$ cat config.mk
export PLATFORM = sky130hd
export DESIGN_NAME = run_length_detector
export DESIGN_NICKNAME = d
export VERILOG_FILES = /design/src/rtl/run_length_detector.sv
export SDC_FILE = /design/constraint.sdc
export NUM_CORES = 1
export LEC_CHECK = 0
export ABC_AREA = 1
export ABC_CLOCK_PERIOD_IN_PS = 1700
export BUFFER_PORTS_ARGS = -buffer_cell sky130_fd_sc_hd__buf_2
export CAP_MARGIN = 30
export CELL_PAD_IN_SITES_DETAIL_PLACEMENT = 1
export CELL_PAD_IN_SITES_GLOBAL_PLACEMENT = 1
export CORE_MARGIN = 4
export CORE_UTILIZATION = 32
export DETAILED_ROUTE_END_ITERATION = 8
export PLACE_DENSITY_LB_ADDON = 0.1
export SLEW_MARGIN = 20
export SYNTH_ARGS = -nofsm -noshare
export SYNTH_HDL_FRONTEND = slang
export SYNTH_SLANG_ARGS = --single-unit
$ cat constraint.sdc
create_clock -name clk -period 1.7 [get_ports clk]
set_clock_uncertainty 0.15 [all_clocks]
set_input_delay 0.17 -clock clk [delete_from_list [all_inputs] [get_ports clk]]
set_output_delay 0.17 -clock clk [all_outputs]
set_load 0.05 [all_outputs]
$ cat src/rtl/run_length_detector.sv
// Run-length detector on a serial bit stream.
// Tracks the polarity and saturating length of the current run of identical
// accepted samples, flags long runs of ones/zeros against independent
// thresholds, and emits a one-cycle hit pulse plus a saturating hit count
// each time an enabled threshold is first reached within a run.
module run_length_detector #(
  parameter int unsigned ONES_LEN  = 4,
  parameter int unsigned ZEROS_LEN = 4,
  parameter int unsigned HIT_W     = 8,
  parameter int unsigned RESET_HOT = 1,
  localparam int unsigned MAXLEN   = (ONES_LEN > ZEROS_LEN) ? ONES_LEN : ZEROS_LEN,
  localparam int unsigned CNT_W    = $clog2(MAXLEN + 1)
) (
  input  logic             clk,
  input  logic             reset,
  input  logic             en,
  input  logic             w,
  input  logic             clr,
  input  logic [1:0]       mode,
  output logic             z,
  output logic             z_ones,
  output logic             z_zeros,
  output logic             run_bit,
  output logic [CNT_W-1:0] run_len,
  output logic             hit,
  output logic [HIT_W-1:0] hit_cnt
);

  localparam logic [CNT_W-1:0] OnesLenC  = CNT_W'(ONES_LEN);
  localparam logic [CNT_W-1:0] ZerosLenC = CNT_W'(ZEROS_LEN);
  localparam logic [CNT_W-1:0] MaxLenC   = CNT_W'(MAXLEN);
  localparam logic [CNT_W-1:0] OneC      = CNT_W'(1);
  // A "hot" reset behaves as if a full zero run had already been seen.
  localparam logic [CNT_W-1:0] RstLenC   = (RESET_HOT != 0) ? ZerosLenC : '0;
  localparam logic [HIT_W-1:0] HitMaxC   = '1;

  logic             run_bit_q, run_bit_d;
  logic [CNT_W-1:0] run_len_q, run_len_d;
  logic             hit_q, hit_d;
  logic [HIT_W-1:0] hit_cnt_q, hit_cnt_d;
  logic             grew;
  logic             ones_reach;
  logic             zeros_reach;

  // Next-state: clear wins, otherwise advance or restart the run on accepted samples.
  always_comb begin
    run_bit_d   = run_bit_q;
    run_len_d   = run_len_q;
    hit_d       = 1'b0;
    hit_cnt_d   = hit_cnt_q;
    grew        = 1'b0;
    ones_reach  = 1'b0;
    zeros_reach = 1'b0;
    if (clr) begin
      run_bit_d = 1'b0;
      run_len_d = RstLenC;
      hit_cnt_d = '0;
    end else if (en) begin
      // A zero length (cold reset) means no run yet: any sample starts one.
      if ((run_len_q == '0) || (w != run_bit_q)) begin
        run_bit_d = w;
        run_len_d = OneC;
        grew      = 1'b1;
      end else if (run_len_q != MaxLenC) begin
        run_len_d = run_len_q + OneC;
        grew      = 1'b1;
      end
      // Only a length that actually changed can reach a threshold, so a
      // saturated run (or the hot reset state) never re-triggers.
      ones_reach  = run_bit_d & (run_len_d == OnesLenC) & mode[0];
      zeros_reach = ~run_bit_d & (run_len_d == ZerosLenC) & mode[1];
      hit_d       = grew & (ones_reach | zeros_reach);
      if (hit_d && (hit_cnt_q != HitMaxC)) begin
        hit_cnt_d = hit_cnt_q + HIT_W'(1);
      end
    end
  end

  // State registers with asynchronous active-low reset.
  always_ff @(posedge clk or negedge reset) begin
    if (!reset) begin
      run_bit_q <= 1'b0;
      run_len_q <= RstLenC;
      hit_q     <= 1'b0;
      hit_cnt_q <= '0;
    end else begin
      run_bit_q <= run_bit_d;
      run_len_q <= run_len_d;
      hit_q     <= hit_d;
      hit_cnt_q <= hit_cnt_d;
    end
  end

  // Moore outputs decoded from registered run state; mode masks only z.
  always_comb begin
    z_ones  = run_bit_q & (run_len_q >= OnesLenC);
    z_zeros = ~run_bit_q & (run_len_q >= ZerosLenC);
    z       = (z_ones & mode[0]) | (z_zeros & mode[1]);
    run_bit = run_bit_q;
    run_len = run_len_q;
    hit     = hit_q;
    hit_cnt = hit_cnt_q;
  end

endmodule
Word-level counts from Yosys, hierarchy flattened
Cells that the tools add are included.

Logic and storage cells: 50. Output and inout bits: 16. Register bits after elaboration: 13. Input bits: 7.

Order comparisons: 1. Eq/ne operators: 4. Muxes and demuxes: 20. Reductions and logical operators: 6. Bitwise operators: 13. Add/subtract/negate cells: 2.

Operator list (count): 8-bit two-way mux (3); 3-bit two-way mux (6); 1-bit two-way mux (11); 1-bit bitwise AND (9); 8-bit by 1-bit adder with 8-bit output (second input constant) (1); 8-bit inequality test (second input constant) (1); 2-bit nonzero test (2); 3-bit by 1-bit adder with 3-bit output (second input constant) (1); 3-bit equality test (second input constant) (1); 3-bit >= comparator (second input constant) (1); 3-bit zero test (1); 3-bit inequality test (second input constant) (1); 1-bit NOT (2); 1-bit bitwise OR (2); 2-bit AND reduction (1); 1-bit logical AND (1); 1-bit logical OR (1); 1-bit inequality test (1).

Depth between registers and ports, before layout
Depth after elaboration: 14. Depth in mapped cells: 10. Depth with buffers taken out: 10.

Worst setup path after synthesis
Ideal clock, no wire load.

Path kind: register to output. Start point: register run_len_q[2] (netlist: run_len[2]). End point: output port z. Data arrival time: 2.138 ns. Buffers on the path: 0. Slack: -0.758 ns. Data required time: 1.380 ns. Cell stages (with the launch flop): 5. Path through: dfstp_2 inv_1 nor2_1 nand2_1 o21ai_0.

Longest elaborated chain between the ends: 4. Elaborated cells on any way between the ends: 6. Classes of those cells: 1 x order compare; 5 x bitwise.

Ends and longest elaborated chain: from (decl) (line 38) `logic [CNT_W-1:0] run_len_q, run_len_d;`; from (signal assigned) (line 83) `run_len_q <= RstLenC;`; from (signal assigned) (line 88) `run_len_q <= run_len_d;`; 3-bit >= comparator (line 97) `z_zeros = ~run_bit_q & (run_len_q >= ZerosLenC);`; 1-bit bitwise AND (line 97); net z_zeros (line 22) `output logic z_zeros,`; 1-bit bitwise AND (line 98) `z = (z_ones & mode[0]) | (z_zeros & mode[1]);`; 1-bit bitwise OR (line 98); to (decl) (line 20) `output logic z,`.

The timed path passes the listed nets, and every way through them passes these cells.

Worst setup path in the final report
Start point: register run_len_q[0] (netlist: run_len[0]). End point: register hit_cnt_q[2] (netlist: hit_cnt[2]).

Longest elaborated chain between the ends: 13. Elaborated cells on any way between the ends: 26. Classes of those cells: 1 x add/sub; 2 x eq/ne; 11 x mux; 7 x bitwise; 5 x reduce/logical.

Ends and longest elaborated chain: 3-bit by 1-bit adder with 3-bit output, or another cell as far along (line 65) `run_len_d = run_len_q + OneC;`; 3-bit two-way mux / 1-bit logical OR (equally long branches) (line 64, 60); 3-bit two-way mux / 1-bit two-way mux (equally long branches) (line 60) `if ((run_len_q == '0) || (w != run_bit_q)) begin`; 3-bit two-way mux / 1-bit two-way mux (equally long branches) (line 58) `end else if (en) begin`; 3-bit two-way mux / 1-bit two-way mux (equally long branches) (line 54) `if (clr) begin`; 3-bit equality test / 1-bit NOT (equally long branches) (line 70, 71); 1-bit bitwise AND, on equally long branches (2 in a row) (line 70, 71); 1-bit bitwise OR (line 72) `hit_d = grew & (ones_reach | zeros_reach);`; 1-bit bitwise AND (*) (line 72); 1-bit logical AND (*) (line 73) `if (hit_d && (hit_cnt_q != HitMaxC)) begin`; 2-bit nonzero test (no line) (*); 2-bit AND reduction (no line) (*); to (signal assigned) (line 90) `hit_cnt_q <= hit_cnt_d;`; to (decl) (line 40) `logic [HIT_W-1:0] hit_cnt_q, hit_cnt_d;`.

Every way passes the cells marked *; elsewhere a longest branch is shown, timed or not. The select of a mux whose other input is x is not followed. A chain may end at the register's enable or synchronous reset.

==> impl_metrics.ini <==
[outcome]
status = finished clean

[drt]
drtAntennaViolNets = 0
vias = 911
routed_via_density = 4.898
routed_wire_length_per_instance_um = 13.19
drt_iter0_drc = 32
finalWirelength_mm = 2.453
drcViolationCount = 0
router_iterations_before_antenna_repair = 4

[cts]
cts_tree = done
cts_buffer_depth = 2
root_buffer = clkbuf_4
tritoncts_num_sinks = 13
clk_latency_ns = 0.28
clk_pin_slew_ns = 0.09
cts_htree_levels = 1
numCtsBuffers = 3

[pwr]
power.density_nw_per_um2 = 686.6
p_leak_nw = 0.6386
peakVddDrop_mv = 0.4063

[sta]
final_max_slew_viol_count = 0
holdWs_ns = 0.02138
tightestPinTransition_ns = 0.3349
achievable-frequency_mhz = 598.9
finalSetupViolations = 0
timing.final.ws_setup_ns = 0.03016
report.final.hold_viol_count = 0
period_minus_slack_ns = 1.670
final.period_utilization = 0.9823
rsz0062_at_grt = yes
timing.slew.headroom = 0.7753

[placed_design]
gp_congestion = 0.7550
number_of_buffers_inserted_by_port_buffering = 22
hpwl_mm = 1.836
place_worst_setup_slack_ns = -0.01956
placed_cell_area_um2 = 1076

[min_path]
hp-class = input pin to flop

[critical_path]
type_of_the_worst_setup_path = flop to flop
critPathRequiredTime_ns = 1.77
crit_path_end_kind = flop
setup.worst_path.start_class = flop
crit_path_max_fanout = 8
worst-endpoint-arrival_ns = 1.74

[global_route]
first_pass_grt_wire_length_mm = 3.891
grt_overflow = 0
grt_pass1_vias = 873
grt_max_degree = 14
grt_use_met1 = 0.1721
grt.met2_usage = 0.2562
grt.busiest_layer = met2
grt_use_total = 0.1453
use_met3 = 0.01944
grt_antenna_before_repair = 0

[final_layout]
synthToLayoutAreaGrowth_pct = 40.86
final_stage_net_count = 167
drive_gt1_frac = 0.4103
final_util = 0.4813
most_common_cell_after_layout_fill_and_taps_aside = nand2_1
postLayoutCellArea_um2 = 1225
fillerInstances = 342
antennaDiodeCount = 0
most-common-layout-cells = nand2_1 (30), buf_2 (21), inv_1 (15)

[synth]
synth.distinct_cells = 23
post_synth_instance_area_um2 = 869.6
syn_area_per_cell_um2 = 7.128
postSynthNetCount = 132
yosysWarningCount = 0
syn-instance-count = 122
yosys_register_bits = 13
post_synthesis_sequential_area_ratio = 0.3755

[floorplanning]
boundaryPins = 23
initial_utilization = 0.3417
dieHeight_um = 60.13
die_w_um = 60.13
placement_rows = 18
die_ar_um2 = 3616
floorplan.core_area_um2 = 2545

[job]
max-cap-violations = 0
==> cell families after synthesis <==
| kind of cell | synth area share |
|---|---|
| simple gates | 0.4000 |
| buf+inv | 0.09063 |
| flops | 0.3755 |
| compound gates | 0.06043 |
| xor+xnor | 0.03022 |
| fa+ha+maj | 0.04317 |
==> what timing repair did <==
item                       in CTS  in global routing
setup buffers                   1                  4
hold endpoints to repair       13                  0
resized for setup               4                 13
hold buffers                    1                  0
pin swaps                       3                 10
setup endpoints to repair      10                  9
cloned                          1                  0
==> metal layers <==
layer	vias to the layer above	share of wire	wire (um)
li1	454	-	-
met1	435	0.43	1059
met2	18	0.51	1251
met3	4	0.044	108
met4	0	0.013	33
met5	-	0	0
==> final cells by class <==
cell class	instances	area, um^2	area share
sequential	13	335.3	0.2738
timing repair buffer	30	178.9	0.1461
clock buffer	4	26.28	0.02145
tap	30	37.54	0.03064
inverter	20	75.07	0.06129
multi-input combinational	89	571.8	0.4668
==> metrics by stage <==
stage	cells	TNS [ns]	total power [mW]
floorplan	122	-0.2429	0.5433
global placement	175	0	0.6085
detailed placement	175	-0.05767	0.6133
CTS	182	0	0.8251
global route	186	-0.3903	0.8916
finish	186	0	0.8411
==> worst paths after layout <==
kind,cells past startpoint,from,endpoint,slack [ns]
max in group asynchronous,2,reset,run_len[2]$_DFFE_PN1P_,0.96
worst min-delay path,3,w,run_bit$_DFFE_PN0P_,0.02
min in group asynchronous,2,reset,hit_cnt[5]$_DFFE_PN0P_,0.16
worst max-delay path,9,run_len[0]$_DFFE_PN0P_,hit_cnt[2]$_DFFE_PN0P_,0.03
worst min register to register,2,hit_cnt[1]$_DFFE_PN0P_,hit_cnt[1]$_DFFE_PN0P_,0.42
worst max register to register,9,run_len[0]$_DFFE_PN0P_,hit_cnt[2]$_DFFE_PN0P_,0.03
==> state kept, by name (all words and copies together) (netlist names) <==
register / flops
run_bit: 1
hit_cnt: 8
hit: 1
run_len: 3
==> Yosys cell counts <==
master / n / area share
nand2_1: 37 / 0.16
dfrtp_1: 12 / 0.35
inv_2: 1 / 0.0043
nor2_1: 14 / 0.060
nand3_1: 13 / 0.075
clkbuf_1: 1 / 0.0043
nor3b_1: 1 / 0.0086
xor2_1: 2 / 0.020
inv_1: 18 / 0.078
xnor2_1: 1 / 0.010
o21ai_0: 3 / 0.017
a21oi_1: 2 / 0.012
clkinv_1: 1 / 0.0043
o21bai_1: 1 / 0.0086
o211ai_1: 1 / 0.0086
nand2_4: 1 / 0.013
nand3_4: 1 / 0.020
nor2_4: 2 / 0.026
ha_1: 3 / 0.043
nand3_2: 2 / 0.023
dfstp_2: 1 / 0.030
o22ai_1: 2 / 0.014
nand4_1: 2 / 0.014
==> worst max-delay path: stages, from the launching register on <==
cell and delay (ns):
dfrtp_2 0.44, inv_2 0.09, ha_4 0.20, nor2_4 0.07, nand3_2 0.08, nor2_4 0.18, nand3_4 0.14, nand2_8 0.14
nand2_2 0.06, nand2_1 0.06
==> power by group <==
group	internal, mW	switching (mW)
sequential	0.330	0.0199
combinational	0.0927	0.200
clock	0.0911	0.107
total	0.514	0.327
No activity file was read; power rests on OpenSTA's default activity.
